## src/rtl/color_seq_pkg.sv

```systemverilog
// rtl/color_seq_pkg.sv - shared types and constants for the colour frame sequencer
//
// Purpose: sequencer state encoding, channel index type, default sensor
// register addresses and the channel-to-address mapping.

package color_seq_pkg;

  typedef enum logic [2:0] {
    IDLE,
    WAIT_FRAME,
    REQ,
    WAIT_ACK,
    COMMIT_WAIT
  } state_t;

  // Channel index: red, green, blue read in that order.
  typedef logic [1:0] ch_idx_t;

  localparam ch_idx_t CH_RED   = 2'd0;
  localparam ch_idx_t CH_GREEN = 2'd1;
  localparam ch_idx_t CH_BLUE  = 2'd2;

  localparam logic [7:0] RED_ADDR_DEF   = 8'h16;
  localparam logic [7:0] GREEN_ADDR_DEF = 8'h18;
  localparam logic [7:0] BLUE_ADDR_DEF  = 8'h1A;

  // Addresses are passed in wide so the caller can use any ADDR_WIDTH up to 32.
  function automatic logic [31:0] ch_to_addr(
    input ch_idx_t     ch,
    input logic [31:0] red_addr,
    input logic [31:0] green_addr,
    input logic [31:0] blue_addr
  );
    case (ch)
      CH_RED:   return red_addr;
      CH_GREEN: return green_addr;
      default:  return blue_addr;
    endcase
  endfunction

endpackage

```

## src/rtl/color_frame_sequencer_if.sv

```systemverilog
// rtl/color_frame_sequencer_if.sv - req/ack register read port to the I2C master
//
// Purpose: groups the read handshake between the sequencer and the I2C master.
// Signals:
//   rd_req   master->slave  read request, held until rd_ack
//   rd_addr  master->slave  register address, valid while rd_req is high
//   rd_ack   slave->master  read complete; rd_data/rd_err valid this cycle
//   rd_data  slave->master  read data
//   rd_err   slave->master  transaction failed, qualified by rd_ack
// Modports: master (sequencer side), slave (I2C master side).

interface color_frame_sequencer_if #(
  parameter int COLOR_WIDTH = 16,
  parameter int ADDR_WIDTH  = 8
) ();

  logic                   rd_req;
  logic [ADDR_WIDTH-1:0]  rd_addr;
  logic                   rd_ack;
  logic [COLOR_WIDTH-1:0] rd_data;
  logic                   rd_err;

  modport master (
    output rd_req,
    output rd_addr,
    input  rd_ack,
    input  rd_data,
    input  rd_err
  );

  modport slave (
    input  rd_req,
    input  rd_addr,
    output rd_ack,
    output rd_data,
    output rd_err
  );

endinterface

```

## src/rtl/edge_frame_counter.sv

```systemverilog
// rtl/edge_frame_counter.sv - frame-sync edge detect and sample-due counter
//
// Purpose: detects frame-sync rising edges and raises a due flag once every
// FRAMES_PER_SAMPLE edges while enabled.
// Ports:
//   clk_i, rst_i     clock, synchronous active-high reset
//   enable_i         counting enable; low clears counter and due flag
//   frame_sync_i     vsync level, already synchronous to clk_i
//   due_clr_i        consumer has taken the pending sample
//   edge_o           combinational rising-edge strobe
//   due_o            one sample pending

module edge_frame_counter #(
  parameter int FRAMES_PER_SAMPLE = 4
) (
  input  logic clk_i,
  input  logic rst_i,
  input  logic enable_i,
  input  logic frame_sync_i,
  input  logic due_clr_i,
  output logic edge_o,
  output logic due_o
);

  localparam int CNT_W = (FRAMES_PER_SAMPLE > 1) ? $clog2(FRAMES_PER_SAMPLE) : 1;
  localparam logic [CNT_W-1:0] CNT_LAST = CNT_W'(FRAMES_PER_SAMPLE - 1);

  logic             sync_q;
  logic [CNT_W-1:0] frame_cnt;

  assign edge_o = frame_sync_i & ~sync_q;

  always_ff @(posedge clk_i) begin
    if (rst_i) begin
      sync_q    <= 1'b0;
      frame_cnt <= '0;
      due_o     <= 1'b0;
    end else begin
      sync_q <= frame_sync_i;
      if (!enable_i) begin
        frame_cnt <= '0;
        due_o     <= 1'b0;
      end else begin
        if (due_clr_i)
          due_o <= 1'b0;
        // A wrap in the same cycle as a clear re-arms due (later assignment
        // wins); a wrap while due is already set just keeps one pending.
        if (edge_o) begin
          if (frame_cnt == CNT_LAST) begin
            frame_cnt <= '0;
            due_o     <= 1'b1;
          end else begin
            frame_cnt <= frame_cnt + CNT_W'(1);
          end
        end
      end
    end
  end

endmodule

```

## src/rtl/color_frame_sequencer.sv

```systemverilog
// rtl/color_frame_sequencer.sv - periodic RGB sensor reads with frame-atomic commit
//
// Purpose: every FRAMES_PER_SAMPLE frame-sync edges reads red, green and blue
// sensor registers over the read port, holds them in shadows and commits all
// three to the VGA colour inputs on the next frame-sync rising edge.
// Ports:
//   clk_i, rst_i        clock, synchronous active-high reset
//   enable_i            sequencing enable
//   frame_sync_i        vsync level from vga_controller
//   rd_bus              read port to the I2C master (master modport)
//   red_o/green_o/blue_o committed colour words
//   valid_o             at least one commit since reset
//   err_o               sticky read-error / timeout flag
//   busy_o              in REQ, WAIT_ACK or COMMIT_WAIT

module color_frame_sequencer
  import color_seq_pkg::*;
#(
  parameter int                    COLOR_WIDTH       = 16,
  parameter int                    ADDR_WIDTH        = 8,
  parameter logic [ADDR_WIDTH-1:0] RED_ADDR          = ADDR_WIDTH'(RED_ADDR_DEF),
  parameter logic [ADDR_WIDTH-1:0] GREEN_ADDR        = ADDR_WIDTH'(GREEN_ADDR_DEF),
  parameter logic [ADDR_WIDTH-1:0] BLUE_ADDR         = ADDR_WIDTH'(BLUE_ADDR_DEF),
  parameter int                    FRAMES_PER_SAMPLE = 4,
  parameter int                    TIMEOUT_CYCLES    = 4096
) (
  input  logic                   clk_i,
  input  logic                   rst_i,
  input  logic                   enable_i,
  input  logic                   frame_sync_i,
  color_frame_sequencer_if.master rd_bus,
  output logic [COLOR_WIDTH-1:0] red_o,
  output logic [COLOR_WIDTH-1:0] green_o,
  output logic [COLOR_WIDTH-1:0] blue_o,
  output logic                   valid_o,
  output logic                   err_o,
  output logic                   busy_o
);

  localparam int TMO_W = $clog2(TIMEOUT_CYCLES + 1);
  localparam logic [TMO_W-1:0] TMO_LAST = TMO_W'(TIMEOUT_CYCLES - 1);

  state_t                 state;
  ch_idx_t                ch;
  logic [TMO_W-1:0]       tmo_cnt;
  logic [COLOR_WIDTH-1:0] shadow_red;
  logic [COLOR_WIDTH-1:0] shadow_green;
  logic [COLOR_WIDTH-1:0] shadow_blue;
  logic                   frame_edge;
  logic                   due;
  logic                   due_clr;

  // The pending sample is consumed exactly when WAIT_FRAME launches it.
  assign due_clr = (state == WAIT_FRAME) && enable_i && due;

  edge_frame_counter #(
    .FRAMES_PER_SAMPLE(FRAMES_PER_SAMPLE)
  ) u_frame_counter (
    .clk_i        (clk_i),
    .rst_i        (rst_i),
    .enable_i     (enable_i),
    .frame_sync_i (frame_sync_i),
    .due_clr_i    (due_clr),
    .edge_o       (frame_edge),
    .due_o        (due)
  );

  assign busy_o = (state == REQ) || (state == WAIT_ACK) || (state == COMMIT_WAIT);

  always_ff @(posedge clk_i) begin
    if (rst_i) begin
      state          <= IDLE;
      ch             <= CH_RED;
      tmo_cnt        <= '0;
      shadow_red     <= '0;
      shadow_green   <= '0;
      shadow_blue    <= '0;
      rd_bus.rd_req  <= 1'b0;
      rd_bus.rd_addr <= '0;
      red_o          <= '0;
      green_o        <= '0;
      blue_o         <= '0;
      valid_o        <= 1'b0;
      err_o          <= 1'b0;
    end else begin
      case (state)
        IDLE: begin
          if (enable_i)
            state <= WAIT_FRAME;
        end

        WAIT_FRAME: begin
          if (!enable_i) begin
            state <= IDLE;
          end else if (due) begin
            ch    <= CH_RED;
            state <= REQ;
          end
        end

        REQ: begin
          // Nothing is outstanding yet, so a disable here abandons cleanly.
          if (!enable_i) begin
            state <= IDLE;
          end else begin
            rd_bus.rd_req  <= 1'b1;
            rd_bus.rd_addr <= ADDR_WIDTH'(ch_to_addr(ch, 32'(RED_ADDR),
                                                     32'(GREEN_ADDR), 32'(BLUE_ADDR)));
            tmo_cnt        <= '0;
            state          <= WAIT_ACK;
          end
        end

        WAIT_ACK: begin
          if (rd_bus.rd_ack) begin
            rd_bus.rd_req <= 1'b0;
            if (rd_bus.rd_err) begin
              // Partial shadows are never committed: the next sample rewrites
              // all three before COMMIT_WAIT is reachable again.
              err_o <= 1'b1;
              state <= WAIT_FRAME;
            end else begin
              case (ch)
                CH_RED:   shadow_red   <= rd_bus.rd_data;
                CH_GREEN: shadow_green <= rd_bus.rd_data;
                default:  shadow_blue  <= rd_bus.rd_data;
              endcase
              if (!enable_i) begin
                state <= IDLE;
              end else if (ch == CH_BLUE) begin
                state <= COMMIT_WAIT;
              end else begin
                ch    <= ch + 2'd1;
                state <= REQ;
              end
            end
          end else if (tmo_cnt == TMO_LAST) begin
            rd_bus.rd_req <= 1'b0;
            err_o         <= 1'b1;
            state         <= WAIT_FRAME;
          end else begin
            tmo_cnt <= tmo_cnt + TMO_W'(1);
          end
        end

        COMMIT_WAIT: begin
          // Only edges seen in this state commit, so an edge coinciding with
          // the blue ack waits for the following frame.
          if (!enable_i) begin
            state <= IDLE;
          end else if (frame_edge) begin
            red_o   <= shadow_red;
            green_o <= shadow_green;
            blue_o  <= shadow_blue;
            valid_o <= 1'b1;
            state   <= WAIT_FRAME;
          end
        end

        default: state <= IDLE;
      endcase
    end
  end

endmodule

```

## src/flat_wrapper.sv

```systemverilog
// flat-port wrapper written by rule: the top's interface ports become plain ports
module color_frame_sequencer_flat import color_seq_pkg::*;
#(
  parameter int                    COLOR_WIDTH       = 16,
  parameter int                    ADDR_WIDTH        = 8,
  parameter logic [ADDR_WIDTH-1:0] RED_ADDR          = ADDR_WIDTH'(RED_ADDR_DEF),
  parameter logic [ADDR_WIDTH-1:0] GREEN_ADDR        = ADDR_WIDTH'(GREEN_ADDR_DEF),
  parameter logic [ADDR_WIDTH-1:0] BLUE_ADDR         = ADDR_WIDTH'(BLUE_ADDR_DEF),
  parameter int                    FRAMES_PER_SAMPLE = 4,
  parameter int                    TIMEOUT_CYCLES    = 4096
)
  (clk_i, rst_i, enable_i, frame_sync_i, red_o, green_o, blue_o, valid_o, err_o, busy_o, rd_bus_rd_req, rd_bus_rd_addr, rd_bus_rd_ack, rd_bus_rd_data, rd_bus_rd_err);
  color_frame_sequencer_if #(.COLOR_WIDTH(COLOR_WIDTH), .ADDR_WIDTH(ADDR_WIDTH)) rd_bus_i ();
  input  logic clk_i;
  input  logic rst_i;
  input  logic enable_i;
  input  logic frame_sync_i;
  output logic [COLOR_WIDTH-1:0] red_o;
  output logic [COLOR_WIDTH-1:0] green_o;
  output logic [COLOR_WIDTH-1:0] blue_o;
  output logic valid_o;
  output logic err_o;
  output logic busy_o;
  output wire logic [$bits(rd_bus_i.rd_req)-1:0] rd_bus_rd_req;
  output wire logic [$bits(rd_bus_i.rd_addr)-1:0] rd_bus_rd_addr;
  input wire logic [$bits(rd_bus_i.rd_ack)-1:0] rd_bus_rd_ack;
  input wire logic [$bits(rd_bus_i.rd_data)-1:0] rd_bus_rd_data;
  input wire logic [$bits(rd_bus_i.rd_err)-1:0] rd_bus_rd_err;
  assign rd_bus_rd_req = rd_bus_i.rd_req;
  assign rd_bus_rd_addr = rd_bus_i.rd_addr;
  assign rd_bus_i.rd_ack = rd_bus_rd_ack;
  assign rd_bus_i.rd_data = rd_bus_rd_data;
  assign rd_bus_i.rd_err = rd_bus_rd_err;
  color_frame_sequencer #(.COLOR_WIDTH(COLOR_WIDTH), .ADDR_WIDTH(ADDR_WIDTH), .RED_ADDR(RED_ADDR), .GREEN_ADDR(GREEN_ADDR), .BLUE_ADDR(BLUE_ADDR), .FRAMES_PER_SAMPLE(FRAMES_PER_SAMPLE), .TIMEOUT_CYCLES(TIMEOUT_CYCLES)) u_core (.clk_i(clk_i), .rst_i(rst_i), .enable_i(enable_i), .frame_sync_i(frame_sync_i), .rd_bus(rd_bus_i), .red_o(red_o), .green_o(green_o), .blue_o(blue_o), .valid_o(valid_o), .err_o(err_o), .busy_o(busy_o));
endmodule
```

## config.mk

```make
export PLATFORM = sky130hd
export DESIGN_NAME = color_frame_sequencer_flat
export DESIGN_NICKNAME = d
export VERILOG_FILES = /design/src/rtl/color_seq_pkg.sv /design/src/rtl/color_frame_sequencer_if.sv /design/src/rtl/edge_frame_counter.sv /design/src/rtl/color_frame_sequencer.sv /design/src/flat_wrapper.sv
export SDC_FILE = /design/constraint.sdc
export NUM_CORES = 1
export LEC_CHECK = 0
export ABC_AREA = 1
export CAP_MARGIN = 20
export CORE_AREA = 5 5 119 121
export DETAILED_ROUTE_END_ITERATION = 7
export DIE_AREA = 0 0 124 126
export GPL_ROUTABILITY_DRIVEN = 0
export PLACE_DENSITY = 0.65
export RECOVER_POWER = 50
export SYNTH_ARGS = -nofsm -noshare
export SYNTH_HDL_FRONTEND = slang
export SYNTH_SLANG_ARGS = --single-unit
```

## constraint.sdc

```tcl
create_clock -name clk_i -period 1.61 [get_ports clk_i]
set_input_delay 0.322 -clock clk_i [delete_from_list [all_inputs] [get_ports clk_i]]
set_output_delay 0.322 -clock clk_i [all_outputs]
set_load 0.02 [all_outputs]
```

**Word level (Yosys, flattened, before mapping)**

Index checks and enable logic that the tools add are counted.

- Bits in registers: 129
- Input port bits: 22
- Output and inout port bits: 60
- Word-level logic and storage cells: 102

- $add $sub $neg: 3
- Eq/ne operators: 22
- Multiplexer cells: 35
- Bitwise logic cells: 5
- Reductions and logical operators: 21

Operators by type and width:

| operator | number |
|---|---|
| two-way mux 13 bit | 3 |
| two-way mux 3 bit | 10 |
| one-hot mux 13 bit (2 select lines) | 1 |
| inequality test 2 bit (second input constant) | 10 |
| AND reduction 4 bit | 5 |
| two-way mux 2 bit | 8 |
| one-hot mux 3 bit (5 select lines) | 1 |
| adder 13 x 1 -> 13 bit (second input constant) | 1 |
| equality test 13 x 12 -> 1 bit (second input constant) | 1 |
| two-way mux 1 bit | 9 |
| AND reduction 3 bit | 3 |
| one-hot mux 4 bit (2 select lines) | 1 |
| AND reduction 7 bit | 1 |
| equality test 3 x 2 -> 1 bit (second input constant) | 2 |
| inequality test 3 bit (second input constant) | 2 |
| nonzero test 2 bit | 3 |
| adder 2 x 1 -> 2 bit (second input constant) | 2 |
| equality test 2 bit (second input constant) | 2 |
| NOT 1 bit | 4 |
| one-hot mux 2 bit (2 select lines) | 1 |
| OR reduction 2 bit | 2 |
| equality test 3 x 1 -> 1 bit (second input constant) | 1 |
| equality test 3 bit (second input constant) | 1 |
| zero test 3 bit | 1 |
| 9 further kinds | 11 |

**Longest topological paths before layout**

Gate-level depths: netlist of the first run.

- Depth in word-level cells: 6
- Mapped depth: 10
- Gate-level depth less buffers: 10

**Modules after synthesis**

From an unflattened synthesis of the first run, not the netlist that was laid out.

- Cell total of the unflattened synthesis: 692
- Area, all modules: 5129.9 sq um

Modules (own cells, without submodules):

| module | instances | cells an instance | area an instance (sq um) | sequential area each (sq um) |
|---|---|---|---|---|
| color_frame_sequencer | 1 | 665 | 4942.2 | 2422.3 |
| edge_frame_counter | 1 | 27 | 187.7 | 80.1 |

**Worst setup path after synthesis of the first run**

Ideal clock, no wire load.

- Path type: flip-flop to flip-flop
- Start: register u_core.tmo_cnt[0]
- End: register u_core.tmo_cnt[1]
- Setup time: 59 ps
- Arrival time: 1301 ps
- Required time: 1551 ps
- Setup slack: 251 ps
- Stages on the path, launching flop included: 10
- Path buffers: 0
- Clock period less this slack: 1359 ps
- Cells stage by stage: dfxtp_1 ha_1 nand3_2 nor2_4 nand2_1 nand2_2 nand3_2 inv_2 nand2_1 nand2_1

- Cells in the longest elaborated chain, start to end: 4
- Elaborated cells between the ends (all ways): 7
- Classes of those cells: 1 x add/sub; 2 x eq/ne; 3 x mux; 1 x reduce/logical

Ends and longest elaborated chain:

| item | RTL line | text |
|---|---|---|
| start, declared | color_frame_sequencer.sv:45 | `logic [TMO_W-1:0] tmo_cnt;` |
| start signal, assigned | color_frame_sequencer.sv:142 | `tmo_cnt <= tmo_cnt + TMO_W'(1);` |
| adder 13 x 1 -> 13 bit | color_frame_sequencer.sv:142 |  |
| two-way mux 13 bit | color_frame_sequencer.sv:137 | `end else if (tmo_cnt == TMO_LAST) begin` |
| two-way mux 13 bit | color_frame_sequencer.sv:115 | `if (rd_bus.rd_ack) begin` |
| one-hot mux 13 bit (2 select lines) | color_frame_sequencer.sv:86 | `case (state)` |

Several ways; a longest one is shown, not always the timed one. The select of a mux whose other input is x is not followed.
A chain may end at the register's enable or synchronous reset.

**Final worst setup path of the first run**

- Start: register u_core.ch[0]
- End: register u_core.shadow_red[8]

- Cells in the longest elaborated chain, start to end: 2

Ends and longest elaborated chain:

| item | RTL line | text |
|---|---|---|
| start, declared | color_frame_sequencer.sv:44 | `ch_idx_t ch;` |
| start signal, assigned | color_frame_sequencer.sv:133 | `ch <= ch + 2'd1;` |
| zero test 2 bit | color_frame_sequencer.sv:123 | `case (ch)` |
| AND reduction 4 bit (no source line) | n/a |  |
| end signal, assigned | color_frame_sequencer.sv:124 | `CH_RED: shadow_red <= rd_bus.rd_data;` |
| end, declared | color_frame_sequencer.sv:46 | `logic [COLOR_WIDTH-1:0] shadow_red;` |

No other way between the ends.

==> results.cfg, run 1 <==
[outcome]
status = complete, no violations

[critical_path]
crit_chain = inv_1, ha_1, nand3_4, clkinv_2, nor2_1, nor2_1
crit_required_ns = 1.92
cp_max_fo = 17
crit_path_frequent_cell = nor2_1
slowest_delay_ns = 0.37
endpoint_kind = flip-flop
cp-start-kind = flip-flop
path_class = reg -> reg
cp.arrival_ns = 1.81
crit_path_top_delay_cell = dfxtp_1

[clock_tree]
h-tree-depth = 4
cts.clk_slew.worst_paths_ns = 0.06
cts_inserted_buffers = 17
worstSkewPairLatency_ns = 0.41
clockRootBuffer = clkbuf_16
cts_tree = done
cts_hold_buf = 0
cts.sinks = 125
clockBufferDepth = 2

[grt]
grt_pass1_wl_mm = 21.9
antenna_found_initial = 0
overflow = 0
grt_max_degree = 57
grt_pass1_vias = 4609
grt.total_usage = 0.176

[yosys]
synth_largest_area_cell = dfxtp_1
synth_area_per_cell_um2 = 7.44
synth-seq-cells = 125
synth_warnings = 0
ys_seq_area_frac = 0.492
synthCells = 683
synth_area_um2 = 5080
yosys-top-cells-area = dfxtp_1 (49%), nor2_1 (17%), o21ai_0 (9.9%)
synthArstFlopShare = 0
synth_ff_type = dfxtp_1
synth_top_area_frac = 0.492
synth_cell_types = 32
synth_edf_count = 0

[floorplanning]
row_count = 42
die_area_um2 = 15600
die_w_um = 124
start_util = 0.392
io_pins = 82
die_h_um = 126
core_area_um2 = 13000

[power]
ir_drop_mv = 0.714
leakage_nw = 3.18
power.total_mw = 7.87
p_per_area_nw_per_um2 = 1170

[cells_and_area]
diodes = 0
drive_gt1_frac = 0.123
final_util = 0.518
design_area_um2 = 6720
nets = 810
syn2layout_area_growth_pct = 32.2

[drt]
antenna_left = 0
dr.pass1.iters = 4
num_vias = 4703
drtIter0Drc = 263
drc = 0
wl_per_cell_um = 13.4
drt-vias-per-instance = 4.84
postRouteWirelength_mm = 13.1

[placement]
numPortBuffers = 77
place_area_um2 = 6150
hpwl_mm = 9.24

[sta]
finalSetupViolations = 0
slew_viol_final = 0
finalCriticalPeriod_ns = 1.50
timing.fmax_mhz = 666
timing.final.crit_share = 0.932
hold_viol = 0
fin_skew_ns = 0.00830
fin_setup_tns_ns = 0

[hold_path]
min_path_type = in -> reg

[run]
cap_viol_max_count = 0
==> registers in the layout (all words and copies together) (netlist names) <==
signal,cells
u_core.blue_o,16
u_core.ch,2
u_core.err_o,1
u_core.green_o,16
u_core.rd_bus.rd_addr,4
u_core.rd_bus.rd_req,1
u_core.red_o,16
u_core.shadow_blue,16
u_core.shadow_green,16
u_core.shadow_red,16
u_core.state,3
u_core.tmo_cnt,13
u_core.u_frame_counter.due_o,1
u_core.u_frame_counter.frame_cnt,2
u_core.u_frame_counter.sync_q,1
u_core.valid_o,1
==> timing repair <==
action / in CTS / in global routing
setup buffers: 0 / 3
resized for setup: 59 / 11
setup endpoints to repair: 56 / 14
pin swaps: 0 / 2
==> placed cells by master, fill, tap and decap left out, types with 14 or more instances in the layout <==
cell               n
clkdlybuf4s50_1   20
nor2_1           225
buf_4             28
nand3_1           27
dfxtp_1          124
a21oi_1           14
inv_1             36
o21ai_0          101
dlygate4sd2_1     55
nand2_1           70
clkbuf_16         17
==> per-layer routing <==
| layer | global-route usage | vias to the layer above | part of all wire |
|---|---|---|---|
| met1 | 0.225 | 2219 | 0.45 |
| met4 | 0.0625 | 0 | 0.0088 |
| met5 | 0 | - | 0 |
| met2 | 0.284 | 100 | 0.49 |
| met3 | 0.0498 | 10 | 0.046 |
| li1 | - | 2374 | - |
==> per-stage QoR <==
stage	hold slack, ns	cells	setup slack [ns]
after detailed placement	0.459	936	-0.318
after global routing	0.492	971	-0.0524
after global placement	0.451	936	-0.256
final	0.459	971	0.109
after CTS	0.447	968	0.0136
after floorplan	0.429	686	0.251
==> power breakdown <==
part	switching (mW)	leakage (nW)	total (mW)	internal, mW
registers	0.0487	1.01	3.21	3.17
clock network	1.41	0.283	3.78	2.37
logic	0.522	1.89	0.873	0.351
total	1.98	3.18	7.87	5.89
==> path summary, 6_finish.rpt <==
kind	start	to	slack, ns	depth (start not counted)
worst min register to register	u_core.rd_bus.rd_req	u_core.rd_bus.rd_req	0.46	2
worst max-delay path	u_core.ch[0]	u_core.shadow_red[8]	0.11	6
worst max register to register	u_core.ch[0]	u_core.shadow_red[8]	0.11	6
worst min-delay path	frame_sync_i	u_core.u_frame_counter.sync_q	0.46	3
==> Yosys cell counts (2+ instances only) <==
cell type,count
nor2_1,226
dfxtp_1,125
o21ai_0,101
nand2_1,71
inv_1,39
nand3_1,28
a21oi_1,14
clkbuf_1,12
buf_6,8
buf_2,6
ha_1,6
buf_4,4
clkbuf_2,4
nand3_4,4
nand4_1,4
nor3_1,4
o21ai_1,4
clkinv_2,3
nand3_2,3
nor2_4,3
inv_2,2
nand2_2,2
==> logic make-up after synthesis <==
kind of cell | Yosys count | share of synthesized area
simple gates | 348 | 0.290
flops | 125 | 0.492
compound gates | 123 | 0.124
buf+inv | 80 | 0.0785
other cells | 1 | 0.000738
fa+ha+maj | 6 | 0.0148
==> final cells by class <==
class | instances | area (µm²)
Inverter | 46 | 181
Fill cell | 1277 | 6260
Timing Repair Buffer | 111 | 1000
Multi-Input combinational cell | 481 | 2220
Clock buffer | 20 | 457
Clock inverter | 12 | 136
Tap cell | 176 | 220
Sequential cell | 125 | 2500
==> critical path: cells and delay by family, from the launching register on <==
family | cells | cell delay [ns]
adder cells (fa/ha/maj) | 1 | 0.25
AND/OR/NAND/NOR | 3 | 0.41
flip-flops | 1 | 0.37
buffers and inverters | 2 | 0.36
No activity file was read; power rests on OpenSTA's default activity.
==> run 2: changes to the inputs <==
--- a/config.mk
+++ b/config.mk
@@ -7,11 +7,11 @@
 export LEC_CHECK = 0
 export ABC_AREA = 1
 export CAP_MARGIN = 20
-export CORE_AREA = 5 5 119 121
+export CORE_AREA = 5 5 104 106
 export DETAILED_ROUTE_END_ITERATION = 7
-export DIE_AREA = 0 0 124 126
+export DIE_AREA = 0 0 109 111
 export GPL_ROUTABILITY_DRIVEN = 0
-export PLACE_DENSITY = 0.65
+export PLACE_DENSITY = 0.81
 export RECOVER_POWER = 50
 export SYNTH_ARGS = -nofsm -noshare
 export SYNTH_HDL_FRONTEND = slang
==> results.cfg, run 2 (synthesis results as in run 1) <==
[clock_tree]
worstSkewPairLatency_ns = 0.52
cts.clk_slew.worst_paths_ns = 0.06
cts_inserted_buffers = 17
cts.sinks = 125
cts_tree = done
clockRootBuffer = clkbuf_8
clockBufferDepth = 2
h-tree-depth = 4

[critical_path]
path_buf_inv = 1
reg2regPathDepth = 9
path_class = reg -> out
crit_path_top_delay_cell = dfxtp_1
cp.arrival_ns = 1.23
endpoint_kind = output pin
crit_required_ns = 1.29
critical_path.top_delay_family = flip-flops
cp.depth = 1
timing.reg2reg.setup_slack_ns = 0.10
cp_max_fo = 2
cp-start-kind = flip-flop
slowest_delay_ns = 0.36
crit_chain = dlygate4sd2_1

[cells_and_area]
drive_gt1_frac = 0.122
final_util = 0.683
syn2layout_area_growth_pct = 30.1
diodes = 0
layout_common_cells = nor2_1 (226), dfxtp_1 (123), o21ai_0 (101)
final_common_cell = nor2_1
design_area_um2 = 6610
fill_cells = 753
nets = 809

[power]
p_per_area_nw_per_um2 = 1170
ir_drop_mv = 0.740
p_comb_frac = 0.113
pwr-share-clk = 0.470
sw_frac_of_total = 0.273
p_switching_mw = 2.11
intPower_mw = 5.61
p_seq_frac = 0.417
leakage_nw = 3.15

[sta]
slew_viol_final = 0
hold_viol = 0
fin_setup_tns_ns = 0
timing.final.crit_share = 0.962
fin_hold_ws_ns = 0.395
finalSetupViolations = 0
timing.fmax_mhz = 646
fin_skew_ns = 0.0134
finalCriticalPeriod_ns = 1.55

[grt]
antenna_found_initial = 0
grt.total_usage = 0.226
grt_pass1_wl_mm = 22.1
overflow = 0
grt_pass1_vias = 4593
grt_max_degree = 52

[run]
cap_viol_max_count = 0

[placement]
numPortBuffers = 77
hpwl_mm = 8.91
place_area_um2 = 6110

[outcome]
status = complete, no violations

[floorplanning]
die_h_um = 111
die_area_um2 = 12100
io_pins = 82
die_w_um = 109
start_util = 0.525
row_count = 36
core_area_um2 = 9680

[hold_path]
min_path_cells = 3
min_path_type = in -> reg

[drt]
drtIter0Drc = 394
postRouteWirelength_mm = 13.3
drc = 0
num_vias = 4910
dr.pass1.iters = 5
antenna_left = 0
drt-vias-per-instance = 5.30
wl_per_cell_um = 14.4
## run 2: cell type report
type | count | area (µm²) | share of cell area
clock buffer | 17 | 414 | 0.0626
clock inverter | 15 | 151 | 0.0229
inverter | 46 | 186 | 0.0282
multi-input combinational | 481 | 2220 | 0.336
sequential | 125 | 2510 | 0.379
tap | 133 | 166 | 0.0252
timing repair buffer | 110 | 967 | 0.146
## run 2: power by group through the flow
stage               Clock [mW]  Combinational [mW]  Sequential (mW)
finish                    3.63               0.871             3.22
global route              3.81               0.951             3.22
CTS                       3.66               0.844             3.22
detailed placement           0               0.856             3.28
global placement             0               0.833             3.28
floorplan                    0               0.466             3.32
## run 2: metrics by stage
stage / std cells / total power, mW / setup WS [ns]
floorplan: 686 / 3.78 / 0.251
finish: 927 / 7.72 / 0.0613
detailed placement: 894 / 4.14 / -0.261
CTS: 926 / 7.72 / 0.00384
global placement: 894 / 4.11 / -0.235
global route: 927 / 7.98 / -0.00695
## run 2: metal layers
layer  global-route usage  part of all wire
met1                0.294              0.43
met3               0.0489             0.076
met5                    0                 0
met2                0.370              0.47
met4               0.0724             0.023
## run 2: final timing paths
| path | startpoint | endpoint |
|---|---|---|
| worst max-delay path | u_core.blue_o[15] | blue_o[15] |
| worst min register to register | u_core.rd_bus.rd_req | u_core.rd_bus.rd_req |
| worst max register to register | u_core.tmo_cnt[0] | u_core.tmo_cnt[0] |
| worst min-delay path | frame_sync_i | u_core.u_frame_counter.sync_q |
## run 2: what timing repair did
item                                    CTS  global route
pin swaps                                 0             1
endpoints found under the hold margin     0             0
gates resized for setup                  62            11
buffers inserted                          0             1
hold buffers                              0             0
endpoints found under the setup margin   56            13
==> run 3: changes to the inputs <==
--- a/config.mk
+++ b/config.mk
@@ -7,9 +7,10 @@
 export LEC_CHECK = 0
 export ABC_AREA = 1
 export CAP_MARGIN = 20
-export CORE_AREA = 5 5 104 106
+export CORE_AREA = 2 2 101 103
+export CTS_BUF_LIST = sky130_fd_sc_hd__clkbuf_16
 export DETAILED_ROUTE_END_ITERATION = 7
-export DIE_AREA = 0 0 109 111
+export DIE_AREA = 0 0 103 105
 export GPL_ROUTABILITY_DRIVEN = 0
 export PLACE_DENSITY = 0.81
 export RECOVER_POWER = 50
==> constraint.sdc (replaced) <==
create_clock -name clk_i -period 1.9 [get_ports clk_i]
set_input_delay 0.38 -clock clk_i [delete_from_list [all_inputs] [get_ports clk_i]]
set_output_delay 0.38 -clock clk_i [all_outputs]
set_load 0.02 [all_outputs]
==> results.cfg, run 3 (synthesis results as in run 1) <==
[clock_tree]
h-tree-depth = 4
cts.clk_slew.worst_paths_ns = 0.05
cts_inserted_buffers = 17
worstSkewPairLatency_ns = 0.41
cts.sinks = 125
cts_tree = done
clockBufferDepth = 2
clockRootBuffer = clkbuf_16

[grt]
grt_max_degree = 63
grt_pass1_wl_mm = 20.8
grt.total_usage = 0.244
antenna_found_initial = 0
grt_pass1_vias = 4467
overflow = 0

[cells_and_area]
diodes = 0
design_area_um2 = 6370
layout_common_cells = nor2_1 (227), dfxtp_1 (124), o21ai_0 (102)
nets = 786
fill_cells = 821
syn2layout_area_growth_pct = 25.3
final_util = 0.661
final_common_cell = nor2_1
drive_gt1_frac = 0.0727

[floorplanning]
die_h_um = 105
core_area_um2 = 9640
die_area_um2 = 10800
die_w_um = 103
row_count = 36
io_pins = 82
start_util = 0.527

[run]
cap_viol_max_count = 0

[sta]
timing.fmax_mhz = 547
fin_skew_ns = 0.00803
tightest_slew_ns = 0.698
rsz0062_at_grt = no
hold_viol = 0
slew_headroom = 0.534
fin_setup_tns_ns = 0
finalCriticalPeriod_ns = 1.83
timing.final.crit_share = 0.962
fin_hold_ws_ns = 0.465
finalWorstSetupSlack_ns = 0.0714
slew_viol_final = 0
finalSetupViolations = 0

[critical_path]
reg2reg_to = u_core.shadow_green[9]
reg2regPathDepth = 7
crit_chain = nor2_2, nand2_1, nand2_1, dlygate4sd2_1
cp-start-kind = flip-flop
critical_path.top_delay_family = flip-flops
cp.arrival_ns = 1.45
path_class = reg -> out
timing.reg2reg.setup_slack_ns = 0.15
slowest_delay_ns = 0.37
endpoint_kind = output pin
crit_path_top_delay_cell = dfxtp_1
path_buf_inv = 1
cp_max_fo = 5
r2r-start = u_core.state[2]
crit_required_ns = 1.52
crit_path_frequent_cell = nand2_1

[drt]
wl_met3_um = 690
drtIter0Drc = 370
met2WireLength_mm = 6.11
antenna_left = 0
drc = 0
num_vias = 4664
routed.top_layer = met4
postRouteWirelength_mm = 12.6
wl_met1_mm = 5.51
drt-vias-per-instance = 5.17
wl_per_cell_um = 14.0
dr.pass1.iters = 5

[hold_path]
min_path_cells = 2
worstHoldEndpoint = u_core.rd_bus.rd_req
min_from = u_core.rd_bus.rd_req
min_path_type = reg -> reg

[power]
leakage_nw = 2.74
pwr-share-clk = 0.452
p_comb_frac = 0.101
intPower_mw = 4.53
p_per_area_nw_per_um2 = 959
p_seq_frac = 0.448
p_switching_mw = 1.57
sw_frac_of_total = 0.258
ir_drop_mv = 0.581

[outcome]
status = complete, no violations

[placement]
place_area_um2 = 5920
dp_slack_ns = 0.00335
hpwl_mm = 8.58
numPortBuffers = 77
==> run 3: cell types whose count changed in the layout (fill, tap and decap cells not counted), moves of 3 or more <==
| cell | delta |
|---|---|
| clkinv_2 | +5 |
| clkinvlp_4 | +3 |
| buf_4 | -23 |
| inv_1 | +3 |
| clkbuf_4 | -3 |
| inv_6 | -6 |
| dlygate4sd2_1 | -54 |
| nand3_4 | -3 |
| clkdlybuf4s50_1 | +56 |
==> run 3: final cells by class <==
type | count | area [µm²] | share of cell area
clock buffer | 17 | 425 | 0.0668
clock inverter | 14 | 82.6 | 0.0130
inverter | 46 | 183 | 0.0287
multi-input combinational | 481 | 2150 | 0.338
sequential | 125 | 2500 | 0.393
tap | 133 | 166 | 0.0261
timing repair buffer | 87 | 857 | 0.135
==> run 3: worst max-delay path by stage <==
stage | startpoint | endpoint | cells after the start | slack, ns
6_report | u_core.state[1] | busy_o | 4 | 0.07
5_1_grt | u_core.state[1] | busy_o | 4 | 0.003
4_1_cts | u_core.state[2] | busy_o | 4 | 0.01
3_5_place_dp | rd_bus_rd_ack | u_core.shadow_red[1] | 7 | 0.003
3_3_place_gp | rd_bus_rd_ack | u_core.shadow_red[14] | 6 | 0.05
2_1_floorplan | enable_i | u_core.tmo_cnt[10] | 8 | 0.49
==> run 3: timing repair <==
| action | 4_1_cts | 5_1_grt |
|---|---|---|
| buffers inserted | 0 | 0 |
| endpoints found under the setup margin | 1 | 1 |
| hold buffers | 0 | 0 |
| gates resized for setup | 1 | 1 |
==> run 3: power groups by stage <==
stage | clock, mW | sequential (mW) | combinational, mW
3_3_place_gp | 0 | 2.78 | 0.620
2_1_floorplan | 0 | 2.81 | 0.395
6_report | 2.76 | 2.73 | 0.614
5_1_grt | 2.90 | 2.74 | 0.686
4_1_cts | 2.77 | 2.73 | 0.635
3_5_place_dp | 0 | 2.79 | 0.636
==> run 3: routing by layer <==
layer,vias up,GRT usage
li1,2325,-
met1,2154,0.313
met2,154,0.389
met3,31,0.0649
met4,0,0.0940
met5,-,0
==> run 3: metrics by stage <==
step / instances / total power, mW
floorplan: 686 / 3.20
global placement: 872 / 3.40
detailed placement: 872 / 3.42
CTS: 903 / 6.14
global route: 903 / 6.32
finish: 903 / 6.11
==> run 3: tightest hold or removal path, stage by stage (launching register included) <==
cell and delay, ns:
dfxtp_1 0.31, nand2_1 0.06, a21oi_1 0.05
==> variant 1, RTL diff (flow settings as in run 2) <==
Reset style: asynchronous (`rst_i`), changed in 2 clocked blocks. Comments in the files are not updated.
--- a/src/rtl/edge_frame_counter.sv
+++ b/src/rtl/edge_frame_counter.sv
@@ -31,5 +31,5 @@
   assign edge_o = frame_sync_i & ~sync_q;
 
-  always_ff @(posedge clk_i) begin
+  always_ff @(posedge clk_i or posedge rst_i) begin
     if (rst_i) begin
       sync_q    <= 1'b0;
--- a/src/rtl/color_frame_sequencer.sv
+++ b/src/rtl/color_frame_sequencer.sv
@@ -68,5 +68,5 @@
   assign busy_o = (state == REQ) || (state == WAIT_ACK) || (state == COMMIT_WAIT);
 
-  always_ff @(posedge clk_i) begin
+  always_ff @(posedge clk_i or posedge rst_i) begin
     if (rst_i) begin
       state          <= IDLE;
Formal check against the unedited RTL: differs if rst_i is asserted again (counterexample within 10 cycles, from zero or initial values and one cycle with rst_i high); with rst_i held inactive, the same outputs for 10 cycles.
==> variant 1 against run 2 <==
The run now ends with negative setup slack left. Sequential share of layout area grew 6.3 points. Fmax shrank 5.7%. First-iteration DRC count shrank 16%. Power grew 15%. Worst setup slack lost 93 ps. Register-to-register slack lost 90 ps. Cell area grew 7.0%. Wire length grew 5.3%. Area after synthesis grew 3.6%. Sequential cell count is the same. Synthesized cell count shrank 27%. Critical endpoint is now busy_o. Highest routed layer unchanged.
==> variant 1: results (changes against run 2) <==
CP max-delay cell dfrtp_1; initial DRC count 332 (-16%); post-synthesis async set-or-reset flop share 100.0% (+100 points); Clock Skew 8.925 ps (-4.455 ps); Metal-1 WL 5.497 mm (-3.4%); top layer in use met4; largest net degree at the start of global routing 51 (-1.9%); final-report setup violation count 2 (+2); diodes inserted 0 (unchanged); Placed Area 6442 µm² (+5.5%); Worst Hold Slack 381.4 ps (-13.33 ps); layout cell share with drive strength beyond 1 22.42% (+10 points); Routed wire per std cell 18.41 µm (+28%); post-CTS setup repair buffer count 0 (unchanged); PostCTS Resize Cnt 69 (+11%); RR Endpoint u_core.shadow_blue[5]; final worst-path setup slack -31.65 ps (-92.91 ps); HP Start frame_sync_i; Crit Reg-Reg Startpoint u_core.state[2]; H-tree depth 4 (unchanged); Main synth FF type dfrtp_1; first-pass GRT wire length 21.13 mm (-4.3%); Worst Tran Pin Value 1056 ps; Peak VDD IR 0.8280 mV (+12%); Static Leakage 0.003761 µW (+19%); critical path arrival 1320 ps (+90 ps); GRT Total Usage 22.54% (-0.051 points); status complete, but fails checks; hold worst-path end u_core.u_frame_counter.sync_q; top cells by count, synth nand2_1, dfrtp_1, o21ai_0; met2 routed WL 7.124 mm (+13%); total CTS buffers 17 (unchanged); Worst R2R Setup Slack 10 ps (-90 ps); DP HPWL 7.980 mm (-10%); Distinct cells, synth 31 (-3.1%); worst min-delay path class primary input to flip-flop; routed wl met3 866 µm (-14%); final net count 644 (-20%); vias in the first global route 4,282 (-6.8%); Root Buffer clkbuf_8; failing checks negative setup slack; top cells by area, synth dfrtp_1, nand2_1, mux2_2; hold path cells 1 (-2); clk_lat worst skew 530 ps; slowest cell delay on critical path 380 ps (+20 ps); Seq/Total Area, Yosys 59.41% (+10 points); CP delay by family, top flip-flops; R2R depth 9 (unchanged); Max clock buf depth 2 (unchanged); vias 4,179 (-15%)
variant 1: per-layer routing:
metal  vias to the layer above  GRT usage [%]
met1                      2081          28.55
li1                       1856              -
met5                         -              0
met3                        53          6.057
met2                       189          35.83
met4                         0          10.27
variant 1: final cells by class:
type,instances,area (µm²)
tap,133,166.4
multi-input combinational,318,1916
sequential,125,3128
clock inverter,13,188.9
timing repair buffer,114,1106
clock buffer,19,421.7
inverter,40,151.4
fill,617,2606
variant 1: worst max path at each step:
stage,start,to,slack (ps),depth (start not counted)
2_1_floorplan,rst_i,u_core.blue_o[0],-250,1
3_3_place_gp,frame_sync_i,u_core.green_o[6],-160,6
3_5_place_dp,frame_sync_i,u_core.green_o[5],-190,6
4_1_cts,u_core.state[2],busy_o,-50,4
5_1_grt,u_core.state[1],busy_o,-90,4
6_report,u_core.state[1],busy_o,-30,4
variant 1: through the flow:
stage / utilization, % / TNS, ps / std cells / setup slack (ps)
2_1_floorplan: - / -31410 / 505 / -251.3
3_3_place_gp: 66.52 / -9898 / 725 / -162.2
3_5_place_dp: 66.52 / -11680 / 725 / -194.5
4_1_cts: 72.25 / -50.26 / 757 / -47.66
5_1_grt: 73.09 / -651.4 / 762 / -92.77
6_report: 73.09 / -36.15 / 762 / -31.65
variant 1: report_power, final:
group          switching [µW]  leakage (µW)  internal, µW
Clock                    1470      0.000293          2530
Sequential                190       0.00170          3430
Combinational             763       0.00177           531
Total                    2420       0.00376          6490
variant 1: cells by family (layout without fill, tap and decap cells):
group	count (synthesis)	count (layout)	synth area share [%]
adder cells (fa/ha/maj)	6	6	1.426
XOR/XNOR	6	6	0.9983
multiplexers	49	49	11.12
AND/OR/NAND/NOR	190	190	15.35
flip-flops	125	125	59.41
AO/OA/AOI/OAI	63	63	6.345
buffers and inverters	62	186	5.276
other	1	4	0.07122
==> variant 2, RTL diff (flow settings as in run 2) <==
Made on the original files. `TIMEOUT_CYCLES` is set to 4096 in 2 places; all go to 1024.
--- a/src/rtl/color_frame_sequencer.sv
+++ b/src/rtl/color_frame_sequencer.sv
@@ -23,5 +23,5 @@
   parameter logic [ADDR_WIDTH-1:0] BLUE_ADDR         = ADDR_WIDTH'(BLUE_ADDR_DEF),
   parameter int                    FRAMES_PER_SAMPLE = 4,
-  parameter int                    TIMEOUT_CYCLES    = 4096
+  parameter int                    TIMEOUT_CYCLES    = 1024
 ) (
   input  logic                   clk_i,
--- a/src/flat_wrapper.sv
+++ b/src/flat_wrapper.sv
@@ -8,5 +8,5 @@
   parameter logic [ADDR_WIDTH-1:0] BLUE_ADDR         = ADDR_WIDTH'(BLUE_ADDR_DEF),
   parameter int                    FRAMES_PER_SAMPLE = 4,
-  parameter int                    TIMEOUT_CYCLES    = 4096
+  parameter int                    TIMEOUT_CYCLES    = 1024
 )
   (clk_i, rst_i, enable_i, frame_sync_i, red_o, green_o, blue_o, valid_o, err_o, busy_o, rd_bus_rd_req, rd_bus_rd_addr, rd_bus_rd_ack, rd_bus_rd_data, rd_bus_rd_err);
Check against the original RTL: same outputs for any inputs over 10 cycles, from zero or initial values and one cycle with rst_i high; that may be too few to reach the edited logic, so the function may still have changed.
==> variant 2 against run 2 <==
Synthesized cell count decreased by 3.2%. Die area stayed put. Non-clock buffer count unchanged. Cell area up 0.89%. Area after synthesis increased by 0.76%. Wire length rose by 0.56%. Sequential cell count shrank 2. Sequential share of layout area down 0.93 points. Worst setup slack worse by 6.7 ps. Critical path type unchanged.
Power is not compared: it rests on default switching activity, and its combinational part moved more than twofold at a synthesized area within 25%.
==> variant 2: results (changes against run 2) <==
crit-path max FO 3 (+1); drt pass-1 iters 6 (+1); critical path arrival 1230 ps (about the same); HP Start rst_i; final WL 13.39 mm (+0.56%); status completed; DP HPWL 8.958 mm (+0.50%); post-synthesis async set-or-reset flop share 0% (unchanged); clock transition at the registers of the reported paths 60 ps (about the same); final net count 781 (-3.5%); top cells by count, synth nor2_1, dfxtp_1, nand2_1; first-pass GRT wire length 21.89 mm (-0.82%); Crit Reg-Reg Startpoint u_core.tmo_cnt[1]; largest net degree at the start of global routing 52 (unchanged); Seq/Total Area, Yosys 48.07% (-1.2 points); Max clock buf depth 2 (unchanged); vias in the first global route 4,604 (+0.24%); Main synth FF type dfxtp_1; layout cell share with drive strength beyond 1 16.34% (+4.1 points); initial antenna violation count 0 (unchanged); Ys Warns 0 (unchanged); max_cap viols 0 (unchanged); Peak VDD IR 0.6152 mV; gr ovfl total 0 (unchanged); R2R depth 7 (-2); Worst R2R Setup Slack 120 ps (+20 ps); clk_lat worst skew 510 ps; top cells by area, synth dfxtp_1, nor2_1, nand2_1; setup slack at placement -147.8 ps (+112.8 ps); Distinct cells, synth 36 (+13%); drt drc 0 (unchanged); Clock Skew 4.525 ps (-8.855 ps); hold path cells 5 (+2); RR Endpoint u_core.tmo_cnt[4]; Root Buffer clkbuf_8; hold worst-path end u_core.tmo_cnt[1]; vias 4,742 (-3.4%); initial DRC count 345 (-12%); IO buf count 77 (unchanged); total CTS buffers 17 (unchanged); diodes inserted 0 (unchanged); H-tree depth 4 (unchanged); Worst Hold Slack 270.7 ps (-124.1 ps); Placed Area 6115 µm² (+0.12%); worst min-delay path class primary input to flip-flop; Static Leakage 0.002692 µW; GRT Total Usage 22.53% (-0.059 points)
-- variant 2: changes by cell type after synthesis, moves of 11 or more --
| cell | run 2 | this run |
|---|---|---|
| inv_1 | 39 | 20 |
| nor2_1 | 226 | 128 |
| nand2_2 | 2 | 13 |
| nand2_1 | 71 | 99 |
| o21ai_0 | 101 | 23 |
| a21oi_1 | 14 | 59 |
| nand3_1 | 28 | 64 |
| o21ai_1 | 4 | 32 |
-- variant 2: critical path, stage by stage (launching register included) --
cell and delay (ps):
dfxtp_1 320, inv_2 80, nand2_2 60, o21ai_2 110, buf_4 150
-- variant 2: through the flow --
stage	TNS [ps]	std cells
2_1_floorplan	0	664
3_3_place_gp	-8117	865
3_5_place_dp	-11530	865
4_1_cts	0	897
5_1_grt	-52.20	898
6_report	0	898
-- variant 2: area by class of cell --
| type | instances | area, µm² |
|---|---|---|
| Clock inverter | 12 | 137.6 |
| Clock buffer | 20 | 455.4 |
| Tap cell | 133 | 166.4 |
| Multi-Input combinational cell | 468 | 2320 |
| Fill cell | 747 | 3012 |
| Timing Repair Buffer | 110 | 994.7 |
| Sequential cell | 123 | 2467 |
| Inverter | 32 | 131.4 |
-- variant 2: timing repair --
| action | 4_1_cts | 5_1_grt |
|---|---|---|
| gates resized for setup | 62 | 14 |
| endpoints found under the setup margin | 56 | 46 |
| setup buffers | 0 | 1 |
| pin swaps | 0 | 1 |
-- variant 2: where the power goes --
part           internal, µW  leakage (µW)  switching (µW)
Clock                  2340      0.000288            1380
Combinational           133       0.00141             220
Sequential             3060      0.000993            10.3
Total                  5530       0.00269            1610
-- variant 2: metal layers --
metal,wire length [µm],up-vias,GRT usage [%]
met2,6982,188,37.92
met1,5472,2189,27.72
met4,221,0,7.576
met3,718,26,5.649
met5,0,-,0
li1,-,2339,-
-- variant 2: worst max path at each step --
| stage | from | to | slack [ps] | depth (start not counted) |
|---|---|---|---|---|
| 5_1_grt | u_core.tmo_cnt[1] | u_core.tmo_cnt[7] | -30 | 7 |
| 2_1_floorplan | u_core.ch[0] | u_core.shadow_blue[10] | 180 | 7 |
| 3_5_place_dp | rd_bus_rd_err | u_core.shadow_green[2] | -150 | 8 |
| 3_3_place_gp | frame_sync_i | u_core.state[0] | -130 | 10 |
| 6_report | u_core.state[0] | busy_o | 50 | 4 |
| 4_1_cts | u_core.ch[1] | u_core.shadow_blue[15] | 7 | 7 |
-- variant 2: kinds of logic after synthesis --
kind of cell | synth area share (%)
compound gates | 13.29
other cells | 0.07321
flops | 48.07
xor+xnor | 0.1710
fa+ha+maj | 1.710
simple gates | 29.36
buf+inv | 7.328
